<file path="src/rtl/hpdcache_victim_evict.sv">
// Purpose : eviction controller between the HPDcache victim selector and the refill/writeback paths.
// Latency : request -> selector strobe 1 cycle; clean grant at +2; dirty writeback request at +4.
// Backpr. : wb_ready_i / alloc_ready_i low stall indefinitely with payload held; one request in flight.
//
// Ports:
//   clk_i, rst_i                 clock, asynchronous active-high reset
//   req_*                        refill request (valid/ready, set index)
//   sel_*                        victim selector strobe/set out, one-hot way + directory bits back
//   tag_rd_*                     tag array read (data returns the cycle after the strobe)
//   wb_*                         writeback request handshake, payload and completion pulse
//   alloc_*                      freed-way grant handshake to the refill engine
//   evict_cnt_o, wb_cnt_o        saturating statistics (HPDCACHE_VICTIM_EVICT_STATS_EN), else 0
// Optional feature macro: HPDCACHE_VICTIM_EVICT_STATS_EN enables the statistics counters.
module hpdcache_victim_evict #(
  parameter int unsigned WAYS      = 4,
  parameter int unsigned SET_WIDTH = 7,
  parameter int unsigned TAG_WIDTH = 20,
  parameter int unsigned CNT_WIDTH = 16
) (
  input  logic                 clk_i,
  input  logic                 rst_i,
  input  logic                 req_valid_i,
  output logic                 req_ready_o,
  input  logic [SET_WIDTH-1:0] req_set_i,
  output logic                 sel_victim_o,
  output logic [SET_WIDTH-1:0] sel_victim_set_o,
  input  logic [WAYS-1:0]      sel_victim_way_i,
  input  logic [WAYS-1:0]      sel_dir_valid_i,
  input  logic [WAYS-1:0]      sel_dir_dirty_i,
  output logic                 tag_rd_o,
  output logic [SET_WIDTH-1:0] tag_rd_set_o,
  output logic [WAYS-1:0]      tag_rd_way_o,
  input  logic [TAG_WIDTH-1:0] tag_rd_data_i,
  output logic                 wb_valid_o,
  input  logic                 wb_ready_i,
  output logic [SET_WIDTH-1:0] wb_set_o,
  output logic [WAYS-1:0]      wb_way_o,
  output logic [TAG_WIDTH-1:0] wb_tag_o,
  input  logic                 wb_done_i,
  output logic                 alloc_valid_o,
  input  logic                 alloc_ready_i,
  output logic [SET_WIDTH-1:0] alloc_set_o,
  output logic [WAYS-1:0]      alloc_way_o,
  output logic [CNT_WIDTH-1:0] evict_cnt_o,
  output logic [CNT_WIDTH-1:0] wb_cnt_o
);

  typedef enum logic [2:0] {
    IDLE, SEL, TAG, TAGW, WB_REQ, WB_WAIT, GRANT
  } state_t;

  state_t                 state;
  logic [SET_WIDTH-1:0]   set_q;
  logic [WAYS-1:0]        way_q;
  logic [TAG_WIDTH-1:0]   tag_q;
  logic                   req_ready_q;
  logic                   sel_victim_q;
  logic                   tag_rd_q;
  logic                   wb_valid_q;
  logic                   alloc_valid_q;

  // Victim needs a writeback only if the chosen way holds a valid dirty line.
  logic victim_dirty;
  logic victim_found;
  assign victim_dirty = |(sel_victim_way_i & sel_dir_valid_i & sel_dir_dirty_i);
  assign victim_found = |sel_victim_way_i;

  // Strobes/valids are flops updated together with the state, so they never
  // depend combinationally on an input.
  always_ff @(posedge clk_i or posedge rst_i) begin
    if (rst_i) begin
      state         <= IDLE;
      set_q         <= '0;
      way_q         <= '0;
      tag_q         <= '0;
      req_ready_q   <= 1'b1;
      sel_victim_q  <= 1'b0;
      tag_rd_q      <= 1'b0;
      wb_valid_q    <= 1'b0;
      alloc_valid_q <= 1'b0;
    end else begin
      case (state)
        IDLE: begin
          if (req_valid_i) begin
            set_q        <= req_set_i;
            req_ready_q  <= 1'b0;
            sel_victim_q <= 1'b1;
            state        <= SEL;
          end
        end
        SEL: begin
          way_q <= sel_victim_way_i;
          // An all-zero reply means every way is busy fetching: strobe again.
          if (victim_found) begin
            sel_victim_q <= 1'b0;
            if (victim_dirty) begin
              tag_rd_q <= 1'b1;
              state    <= TAG;
            end else begin
              alloc_valid_q <= 1'b1;
              state         <= GRANT;
            end
          end
        end
        TAG: begin
          tag_rd_q <= 1'b0;
          state    <= TAGW;
        end
        TAGW: begin
          tag_q      <= tag_rd_data_i;
          wb_valid_q <= 1'b1;
          state      <= WB_REQ;
        end
        WB_REQ: begin
          if (wb_ready_i) begin
            wb_valid_q <= 1'b0;
            state      <= WB_WAIT;
          end
        end
        WB_WAIT: begin
          if (wb_done_i) begin
            alloc_valid_q <= 1'b1;
            state         <= GRANT;
          end
        end
        GRANT: begin
          if (alloc_ready_i) begin
            alloc_valid_q <= 1'b0;
            req_ready_q   <= 1'b1;
            state         <= IDLE;
          end
        end
        default: begin
          state         <= IDLE;
          req_ready_q   <= 1'b1;
          sel_victim_q  <= 1'b0;
          tag_rd_q      <= 1'b0;
          wb_valid_q    <= 1'b0;
          alloc_valid_q <= 1'b0;
        end
      endcase
    end
  end

  assign req_ready_o      = req_ready_q;
  assign sel_victim_o     = sel_victim_q;
  assign sel_victim_set_o = set_q;
  assign tag_rd_o         = tag_rd_q;
  assign tag_rd_set_o     = set_q;
  assign tag_rd_way_o     = way_q;
  assign wb_valid_o       = wb_valid_q;
  assign wb_set_o         = set_q;
  assign wb_way_o         = way_q;
  assign wb_tag_o         = tag_q;
  assign alloc_valid_o    = alloc_valid_q;
  assign alloc_set_o      = set_q;
  assign alloc_way_o      = way_q;

`ifdef HPDCACHE_VICTIM_EVICT_STATS_EN
  logic [CNT_WIDTH-1:0] evict_cnt_q;
  logic [CNT_WIDTH-1:0] wb_cnt_q;

  // Saturating counters: stop at all-ones rather than wrapping.
  always_ff @(posedge clk_i or posedge rst_i) begin
    if (rst_i) begin
      evict_cnt_q <= '0;
      wb_cnt_q    <= '0;
    end else begin
      if (alloc_valid_q && alloc_ready_i && (evict_cnt_q != {CNT_WIDTH{1'b1}})) begin
        evict_cnt_q <= evict_cnt_q + 1'b1;
      end
      if (wb_valid_q && wb_ready_i && (wb_cnt_q != {CNT_WIDTH{1'b1}})) begin
        wb_cnt_q <= wb_cnt_q + 1'b1;
      end
    end
  end

  assign evict_cnt_o = evict_cnt_q;
  assign wb_cnt_o    = wb_cnt_q;
`else
  assign evict_cnt_o = '0;
  assign wb_cnt_o    = '0;
`endif

endmodule

</file>
<file path="config.mk">
export PLATFORM = sky130hd
export DESIGN_NAME = hpdcache_victim_evict
export DESIGN_NICKNAME = d
export VERILOG_FILES = /design/src/rtl/hpdcache_victim_evict.sv
export SDC_FILE = /design/constraint.sdc
export NUM_CORES = 1
export LEC_CHECK = 0
export ABC_CLOCK_PERIOD_IN_PS = 1300
export CAP_MARGIN = 20
export CORE_ASPECT_RATIO = 0.8
export CORE_MARGIN = 2
export CORE_UTILIZATION = 33
export DETAILED_ROUTE_END_ITERATION = 12
export HOLD_SLACK_MARGIN = 0.12
export PLACE_DENSITY = 0.77
export REMOVE_ABC_BUFFERS = 1
export SYNTH_ARGS = -nofsm -noshare
export SYNTH_HDL_FRONTEND = slang
export SYNTH_SLANG_ARGS = --single-unit
</file>
<file path="constraint.sdc">
create_clock -name clk_i -period 1.3 [get_ports clk_i]
set_clock_uncertainty 0.05 [all_clocks]
set_input_delay 0.13 -clock clk_i [delete_from_list [all_inputs] [get_ports clk_i]]
set_output_delay 0.13 -clock clk_i [all_outputs]
set_load 0.01 [all_outputs]
</file>
==> results.sh, run 1 <==
export IMPL_nets=345
export IMPL_startpoint_type="register"
export IMPL_synthTopCellsByArea="dfrtp_1 43%, buf_4 21%, mux2_4 13%"
export IMPL_p_per_area_mw_per_mm2=2260
export IMPL_synth_enable_flop_cells=0
export IMPL_p_leak_nw=1.71
export IMPL_drtIter0Drc=27
export IMPL_grt_total_usage=0.131
export IMPL_clock_sinks=39
export IMPL_wl_per_cell_um=13.3
export IMPL_io_pins=142
export IMPL_hold_worst_slack_ns=0.404
export IMPL_hold_path_class="in2reg"
export IMPL_ys_warn_count=0
export IMPL_synth_cell_types=34
export IMPL_clk_pin_slew_ns=0.07
export IMPL_cp_arrival_ns=1.46
export IMPL_crit_path_max_incr_delay_ns=0.41
export IMPL_synthFlopType="dfrtp_1"
export IMPL_wl_met1_um=2090
export IMPL_worstPathMaxFanout=7
export IMPL_post_route_util=0.532
export IMPL_yosys_area_top_type_share=0.433
export IMPL_reg2reg_to="alloc_set_o[0]$_DFFE_PP0P_"
export IMPL_fin_crit_sh=1.03
export IMPL_place_area_mm2=0.00317
export IMPL_ant_nets=0
export IMPL_synth_most_common_cell="buf_4"
export IMPL_dr_pass1_iters=4
export IMPL_start_util=0.343
export IMPL_critical_path_class="reg2reg"
export IMPL_fin_ws_ns=-0.0369
export IMPL_synth_common_cells="61 x buf_4, 38 x dfrtp_1, 19 x mux2_4, 12 x mux2_2"
export IMPL_wirelength_um=5120
export IMPL_drive_above_1_share=0.276
export IMPL_fp_dieW_um=95.2
export IMPL_die_area_mm2=0.00733
export IMPL_drv_slew=0
export IMPL_met3_wirelength_um=507
export IMPL_setup_viol_count_final=21
export IMPL_cts_tree="built"
export IMPL_regToRegStartpoint="state[0]$_DFFE_PP0P_"
export IMPL_core_area_mm2=0.00641
export IMPL_p_total_mw=7.70
export IMPL_ir_worst_vdd_mv=0.903
export IMPL_max_cap_violations=0
export IMPL_grt_max_degree=21
export IMPL_clockBufferDepth=2
export IMPL_cts_root_buffer="clkbuf_8"
export IMPL_maxUsedRoutingLayer="met4"
export IMPL_rsz0062_at_grt="yes"
export IMPL_syn_to_final_growth_pct=55.3
export IMPL_synth_area_mm2=0.00220
export IMPL_dp_hpwl_um=3800
export IMPL_synth_top_area_cell="dfrtp_1"
export IMPL_antenna_found_initial=0
export IMPL_drc_errors=0
export IMPL_die_y_um=77.0
export IMPL_num_antenna_cells=0
export IMPL_critical_path_endpoint_type="register"
export IMPL_via_per_inst=4.25
export IMPL_fp_row_count=26
export IMPL_gp_congestion=0.755
export IMPL_h_tree_depth=2
export IMPL_cp_slowest_cell="dfrtp_1"
export IMPL_reg2reg_setup_slack_ns=-0.04
export IMPL_violations="setup timing"
export IMPL_crit_chain="inv_2 -> nand3b_4 -> nor2_4 -> buf_12 -> mux2_4"
export IMPL_portBuffers=109
export IMPL_worstRegToRegCells=5
export IMPL_crit_required_ns=1.42
export IMPL_wl_met2_um=2490
export IMPL_grt_pass1_wl_um=7530
export IMPL_status="finished with violations"
export IMPL_fillers=589
export IMPL_gr_total_overflow=0
export IMPL_cp_startpoint="state[0]$_DFFE_PP0P_"
export IMPL_period_needed_ns=1.34
export IMPL_max_freq_mhz=748
export IMPL_ys_seq_area_frac=0.445
export IMPL_clkLatencyLatePin_ns=0.28
export IMPL_fin_area_mm2=0.00341
export IMPL_vias=1638
export IMPL_async_flop_share=1.00
export IMPL_post_place_cells=361
export IMPL_grt_pass1_vias=1571
export IMPL_cp_endpoint="alloc_set_o[0]$_DFFE_PP0P_"
export IMPL_synth_seq_cells=39
export IMPL_syn_mean_instance_area_um2=11.9
export IMPL_cts_buffers_inserted=5
export IMPL_hold_viol_final=0
export IMPL_synth_cells=185
export IMPL_final_cell_count_no_fill=385
## layer usage
layer | GRT usage | vias to the layer above
li1 | - | 762
met1 | 0.159 | 779
met2 | 0.227 | 93
met3 | 0.0413 | 4
met4 | 0.0304 | 0
met5 | 0 | -
## per-stage QoR
step / TNS [ns] / worst slack, ns
floorplan: -7.59 / -0.331
global route: -2.39 / -0.0976
global placement: -2.38 / -0.179
CTS: -0.974 / -0.0851
detailed placement: -2.91 / -0.237
finish: -0.363 / -0.0369
## how the worst min path moves through the flow
stage	depth (start not counted)	start	endpoint	slack (ns)
global placement	2	rst_i	alloc_valid_o$_DFFE_PP0P_	0.33
finish	2	tag_rd_data_i[0]	wb_tag_o[0]$_DFFE_PP0P_	0.40
detailed placement	2	rst_i	alloc_valid_o$_DFFE_PP0P_	0.34
floorplan	1	tag_rd_data_i[0]	wb_tag_o[0]$_DFFE_PP0P_	0.23
CTS	2	tag_rd_data_i[0]	wb_tag_o[0]$_DFFE_PP0P_	0.40
global route	2	tag_rd_data_i[17]	wb_tag_o[17]$_DFFE_PP0P_	0.40
## area by class of cell
| type | count | area, um2 | share of cell area |
|---|---|---|---|
| Tap cell | 84 | 105 | 0.0308 |
| Clock buffer | 7 | 76.3 | 0.0224 |
| Inverter | 3 | 11.3 | 0.00330 |
| Timing Repair Buffer | 143 | 1350 | 0.396 |
| Multi-Input combinational cell | 108 | 885 | 0.259 |
| Sequential cell | 39 | 978 | 0.287 |
| Clock inverter | 1 | 5.00 | 0.00147 |
## cells in the final DEF, fill, tap and decap left out, types with 2 or more instances in the layout
cell,count
buf_6,3
inv_1,2
o21ai_0,4
clkdlybuf4s50_1,44
buf_4,26
a31oi_1,2
buf_12,4
mux2_4,27
nand3_1,3
clkbuf_8,5
clkbuf_1,2
dlygate4sd2_1,59
mux2_2,4
a21oi_1,5
clkdlybuf4s15_1,5
and3_1,2
dfrtp_1,37
nor2_4,3
conb_1,32
nand2_1,5
nor2_1,3
## power by group
part	internal (mW)	switching, mW
Sequential	1.86	0.450
Clock	0.376	0.398
Combinational	2.73	1.89
Total	4.96	2.74
## repair_timing
action | in CTS | in global routing
pin swaps | 1 | 3
hold buffers | 1 | 0
setup buffers | 10 | 4
endpoints found under the hold margin | 2 | 0
gates resized for setup | 71 | 23
setup endpoints to repair | 96 | 58
gates cloned | 0 | 1
## state kept, by name, summed over array words and instances, names as in the netlist
| signal | cells |
|---|---|
| sel_victim_o | 1 |
| alloc_way_o | 4 |
| state | 3 |
| wb_tag_o | 20 |
| req_ready_o | 1 |
| alloc_valid_o | 1 |
| alloc_set_o | 7 |
| tag_rd_o | 1 |
| wb_valid_o | 1 |
## kinds of logic (layout without fill, tap and decap cells)
| family | after synthesis | in the layout | synth area share |
|---|---|---|---|
| compound gates | 21 | 21 | 0.0598 |
| buf+inv | 69 | 154 | 0.231 |
| flops | 39 | 39 | 0.445 |
| mux | 31 | 31 | 0.191 |
| other cells | 1 | 32 | 0.00171 |
| simple gates | 24 | 24 | 0.0718 |
## critical path, delay by kind of cell, from the launching register on
kind          cells  cell delay, ns
simple gates      2            0.21
buf+inv           2            0.26
flops             1            0.41
mux               1            0.30
(Power assumes the default switching activity.)
==> run 2: changes to the inputs <==
--- a/config.mk
+++ b/config.mk
@@ -8,7 +8,6 @@
 export ABC_CLOCK_PERIOD_IN_PS = 1300
 export CAP_MARGIN = 20
 export CORE_ASPECT_RATIO = 0.8
-export CORE_MARGIN = 2
 export CORE_UTILIZATION = 33
 export DETAILED_ROUTE_END_ITERATION = 12
 export HOLD_SLACK_MARGIN = 0.12
==> results.sh, run 2 (synthesis gave the netlist of run 1 again) <==
export IMPL_status="finished with violations"
export IMPL_violations="setup timing"
export IMPL_clk_pin_slew_ns=0.07
export IMPL_drv_slew=0
export IMPL_p_per_area_mw_per_mm2=2290
export IMPL_post_route_util=0.531
export IMPL_fin_ws_ns=-0.0629
export IMPL_max_freq_mhz=734
export IMPL_crit_required_ns=1.41
export IMPL_cp_slowest_cell="dfrtp_2"
export IMPL_critical_path_class="reg2reg"
export IMPL_cp_arrival_ns=1.48
export IMPL_fp_dieW_um=93.2
export IMPL_top_usage_layer="met2"
export IMPL_fin_area_mm2=0.00340
export IMPL_crit_chain="nand3b_4 -> nor2_4 -> buf_12 -> mux2_4"
export IMPL_rsz0062_at_grt="yes"
export IMPL_num_antenna_cells=0
export IMPL_hold_path_class="in2async"
export IMPL_finalSetupTns_ns=-1.17
export IMPL_hold_viol_final=0
export IMPL_largest_register_ff_count=20
export IMPL_core_area_mm2=0.00641
export IMPL_start_util=0.343
export IMPL_hold_worst_slack_ns=0.132
export IMPL_io_pins=142
export IMPL_clockBufferDepth=2
export IMPL_reg2reg_setup_slack_ns=-0.06
export IMPL_cts_root_buffer="clkbuf_8"
export IMPL_layout_common_cells="55 x dlygate4sd2_1, 44 x clkdlybuf4s50_1, 37 x dfrtp_1"
export IMPL_gr_total_overflow=0
export IMPL_regArea_um2=978
export IMPL_grt_total_usage=0.135
export IMPL_ant_nets=0
export IMPL_drtIter0Drc=62
export IMPL_critical_path_endpoint_type="register"
export IMPL_nets=346
export IMPL_place_area_mm2=0.00317
export IMPL_dr_pass1_iters=4
export IMPL_regToRegStartpoint="state[1]$_DFFE_PP0P_"
export IMPL_grt_use_met2=0.217
export IMPL_portBuffers=109
export IMPL_wirelength_um=4750
export IMPL_ir_worst_vdd_mv=0.872
export IMPL_max_cap_violations=0
export IMPL_worstPathMaxFanout=6
export IMPL_cts_buffers_inserted=5
export IMPL_wl_per_cell_um=12.3
export IMPL_fp_row_count=26
export IMPL_clock_sinks=39
export IMPL_drc_errors=0
export IMPL_die_y_um=75.0
export IMPL_h_tree_depth=2
export IMPL_crit_path_max_incr_delay_ns=0.44
export IMPL_drive_above_1_share=0.295
export IMPL_via_per_inst=4.22
export IMPL_fin_crit_sh=1.05
export IMPL_dp_hpwl_um=3480
export IMPL_p_leak_nw=1.69
export IMPL_reg2reg_to="alloc_set_o[4]$_DFFE_PP0P_"
export IMPL_syn_to_final_growth_pct=54.8
export IMPL_multi_input_area_um2=886
export IMPL_period_needed_ns=1.36
export IMPL_setup_viol_count_final=30
export IMPL_startpoint_type="register"
export IMPL_fillers=584
export IMPL_layout_commonest_cell="dlygate4sd2_1"
export IMPL_clkLatencyLatePin_ns=0.28
export IMPL_grt_pass1_wl_um=7250
export IMPL_grt_max_degree=40
export IMPL_grt_pass1_vias=1510
export IMPL_cts_tree="built"
export IMPL_antenna_found_initial=0
export IMPL_use_met1=0.177
export IMPL_worstRegToRegCells=4
export IMPL_gp_congestion=0.791
export IMPL_vias=1629
export IMPL_grt_use_met3=0.0434
export IMPL_die_area_mm2=0.00699
[run 2: cell types whose count changed in the layout (fill, tap and decap cells not counted), sizes merged]
cell	delta
buf	+4
clkdlybuf4s15	+3
dlygate4sd3	-1
inv	-1
dlygate4sd2	-4
[run 2: cell type report]
class / count / share of cell area
Sequential cell: 39 / 0.288
Tap cell: 84 / 0.0309
Multi-Input combinational cell: 108 / 0.260
Timing Repair Buffer: 144 / 0.388
Inverter: 3 / 0.00331
Clock buffer: 8 / 0.0294
[run 2: worst max-delay path by stage]
stage / from / to / cells after the start
2_1_floorplan: state[0]$_DFFE_PP0P_ / wb_tag_o[16]$_DFFE_PP0P_ / 4
3_3_place_gp: sel_victim_way_i[3] / alloc_valid_o$_DFFE_PP0P_ / 6
3_5_place_dp: sel_victim_way_i[2] / state[2]$_DFFE_PP0P_ / 5
4_1_cts: state[1]$_DFFE_PP0P_ / alloc_set_o[4]$_DFFE_PP0P_ / 3
5_1_grt: state[0]$_DFFE_PP0P_ / wb_tag_o[6]$_DFFE_PP0P_ / 5
6_report: state[1]$_DFFE_PP0P_ / alloc_set_o[4]$_DFFE_PP0P_ / 4
[run 2: per-layer routing]
layer | vias up | wire length, um
met3 | 7 | 412
met1 | 759 | 2090
met5 | - | 0
met4 | 0 | 41
li1 | 763 | -
met2 | 100 | 2210
[run 2: worst max-delay path, delay by kind of cell (launching register included)]
kind | cells | cell delay, ns
simple gates | 2 | 0.32
flops | 1 | 0.44
mux | 1 | 0.30
buf+inv | 1 | 0.14
[run 2: stage by stage]
step / instances / setup slack [ns] / total power, mW
2_1_floorplan: 150 / -0.331 / 4.33
3_3_place_gp: 361 / -0.185 / 7.00
3_5_place_dp: 361 / -0.224 / 7.07
4_1_cts: 382 / -0.0735 / 7.56
5_1_grt: 386 / -0.109 / 8.33
6_report: 386 / -0.0629 / 7.78
[run 2: where the power goes]
| part | total (mW) | switching (mW) | internal [mW] |
|---|---|---|---|
| clock | 0.868 | 0.384 | 0.484 |
| sequential | 2.28 | 0.423 | 1.86 |
| combinational | 4.63 | 1.89 | 2.74 |
[run 2: repair_timing]
action | in CTS | in global routing
pin swaps | 1 | 6
hold buffers | 0 | 0
gates resized for setup | 70 | 24
setup endpoints to repair | 96 | 44
buffers inserted | 13 | 4
==> run 3: changes to the inputs <==
--- a/config.mk
+++ b/config.mk
@@ -5,7 +5,7 @@
 export SDC_FILE = /design/constraint.sdc
 export NUM_CORES = 1
 export LEC_CHECK = 0
-export ABC_CLOCK_PERIOD_IN_PS = 1300
+export ABC_CLOCK_PERIOD_IN_PS = 1100
 export CAP_MARGIN = 20
 export CORE_ASPECT_RATIO = 0.8
 export CORE_UTILIZATION = 33
==> constraint.sdc (replaced) <==
create_clock -name clk_i -period 1.1 [get_ports clk_i]
set_clock_uncertainty 0.05 [all_clocks]
set_input_delay 0.11 -clock clk_i [delete_from_list [all_inputs] [get_ports clk_i]]
set_output_delay 0.11 -clock clk_i [all_outputs]
set_load 0.01 [all_outputs]
==> results.sh, run 3 (synthesis gave the netlist of run 1 again) <==
export IMPL_ant_nets=0
export IMPL_drive_above_1_share=0.533
export IMPL_critical_path_class="reg2reg"
export IMPL_dr_pass1_iters=2
export IMPL_crit_path_max_incr_delay_ns=0.43
export IMPL_drv_slew=0
export IMPL_core_area_mm2=0.00641
export IMPL_violations="setup timing"
export IMPL_fin_ws_ns=-0.255
export IMPL_dpl_worst_slack_ns=-0.407
export IMPL_num_antenna_cells=0
export IMPL_p_per_area_mw_per_mm2=2960
export IMPL_dp_hpwl_um=3590
export IMPL_drtIter0Drc=27
export IMPL_start_util=0.343
export IMPL_cts_buffers_inserted=5
export IMPL_clock_sinks=39
export IMPL_fin_crit_sh=1.23
export IMPL_regToRegStartpoint="state[1]$_DFFE_PP0P_"
export IMPL_wirelength_um=5280
export IMPL_crit_chain="nand3b_4 -> nor2_4 -> mux2_2"
export IMPL_cp_top_family="flip-flops"
export IMPL_grt_max_degree=40
export IMPL_worst_path_buf_inv=0
export IMPL_startpoint_type="register"
export IMPL_hold_viol_final=0
export IMPL_worstPathMaxFanout=7
export IMPL_layout_common_cells="40 x clkdlybuf4s50_1, 37 x dfrtp_1, 35 x buf_6"
export IMPL_h_tree_depth=2
export IMPL_post_place_cells=365
export IMPL_die_y_um=75.0
export IMPL_antenna_found_initial=0
export IMPL_critical_path_endpoint_type="register"
export IMPL_clockBufferDepth=2
export IMPL_crit_required_ns=1.22
export IMPL_cp_startpoint="state[1]$_DFFE_PP0P_"
export IMPL_rsz0062_at_grt="yes"
export IMPL_wl_per_cell_um=13.2
export IMPL_layout_commonest_cell="clkdlybuf4s50_1"
export IMPL_hold_worst_slack_ns=0.191
export IMPL_grt_pass1_vias=1617
export IMPL_gr_total_overflow=0
export IMPL_drc_errors=0
export IMPL_cp_slowest_cell="dfrtp_1"
export IMPL_fillers=567
export IMPL_period_needed_ns=1.35
export IMPL_grt_pass1_wl_um=8070
export IMPL_cts_root_buffer="clkbuf_8"
export IMPL_hold_path_class="in2reg"
export IMPL_fp_row_count=26
export IMPL_fp_dieW_um=93.2
export IMPL_portBuffers=109
export IMPL_gp_congestion=0.796
export IMPL_io_pins=142
export IMPL_die_area_mm2=0.00699
export IMPL_grt_total_usage=0.150
export IMPL_p_leak_nw=1.78
export IMPL_syn_to_final_growth_pct=59.8
export IMPL_vias=1666
export IMPL_max_freq_mhz=738
export IMPL_holdCritStartpoint="sel_victim_way_i[0]"
export IMPL_cp_arrival_ns=1.47
export IMPL_nets=359
export IMPL_clkLatencyLatePin_ns=0.28
export IMPL_via_per_inst=4.18
export IMPL_clk_pin_slew_ns=0.08
export IMPL_cts_tree="built"
export IMPL_ir_worst_vdd_mv=1.05
export IMPL_setup_viol_count_final=50
export IMPL_largest_register_ff_count=20
export IMPL_final_cell_count_no_fill=399
export IMPL_status="finished with violations"
export IMPL_max_cap_violations=0
==> run 3: cell types whose count changed in the layout (fill, tap and decap cells not counted), sizes merged <==
cell	before	now
clkinvlp	0	1
dlymetal6s2s	0	4
buf	37	87
clkdlybuf4s50	44	40
bufinv	0	2
clkbuf	8	27
clkdlybuf4s15	8	2
dlygate4sd3	0	2
dlygate4sd2	55	0
==> run 3: power breakdown <==
part	total (mW)	internal [mW]	switching (mW)	leakage (nW)
clock network	1.42	0.905	0.515	0.0644
registers	2.76	2.19	0.570	0.458
logic	6.20	3.70	2.50	1.26
==> run 3: final cells by class <==
type | instances | area (um2) | area share
clock buffers | 5 | 68.8 | 0.0196
clock inverters | 3 | 67.6 | 0.0192
inverters | 3 | 11.3 | 0.00321
multi-input cells | 108 | 925 | 0.263
flip-flops and latches | 39 | 978 | 0.279
well taps | 84 | 105 | 0.0299
repair buffers | 157 | 1360 | 0.386
==> run 3: worst reg2reg max path: stages (launching register included) <==
cell      delay (ns)
dfrtp_1         0.43
nand3b_4        0.19
nor2_4          0.21
mux2_2          0.36
==> run 3: final timing paths <==
kind,end,cells after the start,slack (ns)
max in group asynchronous,req_ready_o$_DFFE_PP1P_,4,0.09
worst min-delay path,alloc_way_o[0]$_DFFE_PP0P_,3,0.19
worst max register to register,alloc_set_o[4]$_DFFE_PP0P_,3,-0.25
min in group asynchronous,alloc_set_o[5]$_DFFE_PP0P_,4,0.66
worst min register to register,wb_tag_o[6]$_DFFE_PP0P_,1,0.46
worst max-delay path,alloc_set_o[4]$_DFFE_PP0P_,3,-0.25
==> run 3: per-stage QoR <==
step	util	setup TNS [ns]	total power, mW	instance area (um2)
5_1_grt	0.548	-10.86	11.1	3510
6_report	0.548	-8.16	10.4	3510
3_3_place_gp	0.500	-9.54	8.35	3200
3_5_place_dp	0.500	-10.89	8.46	3200
4_1_cts	0.546	-8.74	10.3	3500
2_1_floorplan	-	-14.26	5.11	1820
==> run 3: what timing repair did <==
item                                   in CTS  in global routing
setup buffers                              19                  9
endpoints found under the hold margin      38                  1
pin swaps                                   3                  8
hold buffers                                1                  1
gates resized for setup                   250                 54
setup endpoints to repair                 104                 84
==> run 3: layer usage <==
metal  routed length, um  global-route usage
met2                2690               0.273
met1                2220               0.180
met4                  19              0.0308
met3                 339              0.0424
met5                   0                   0
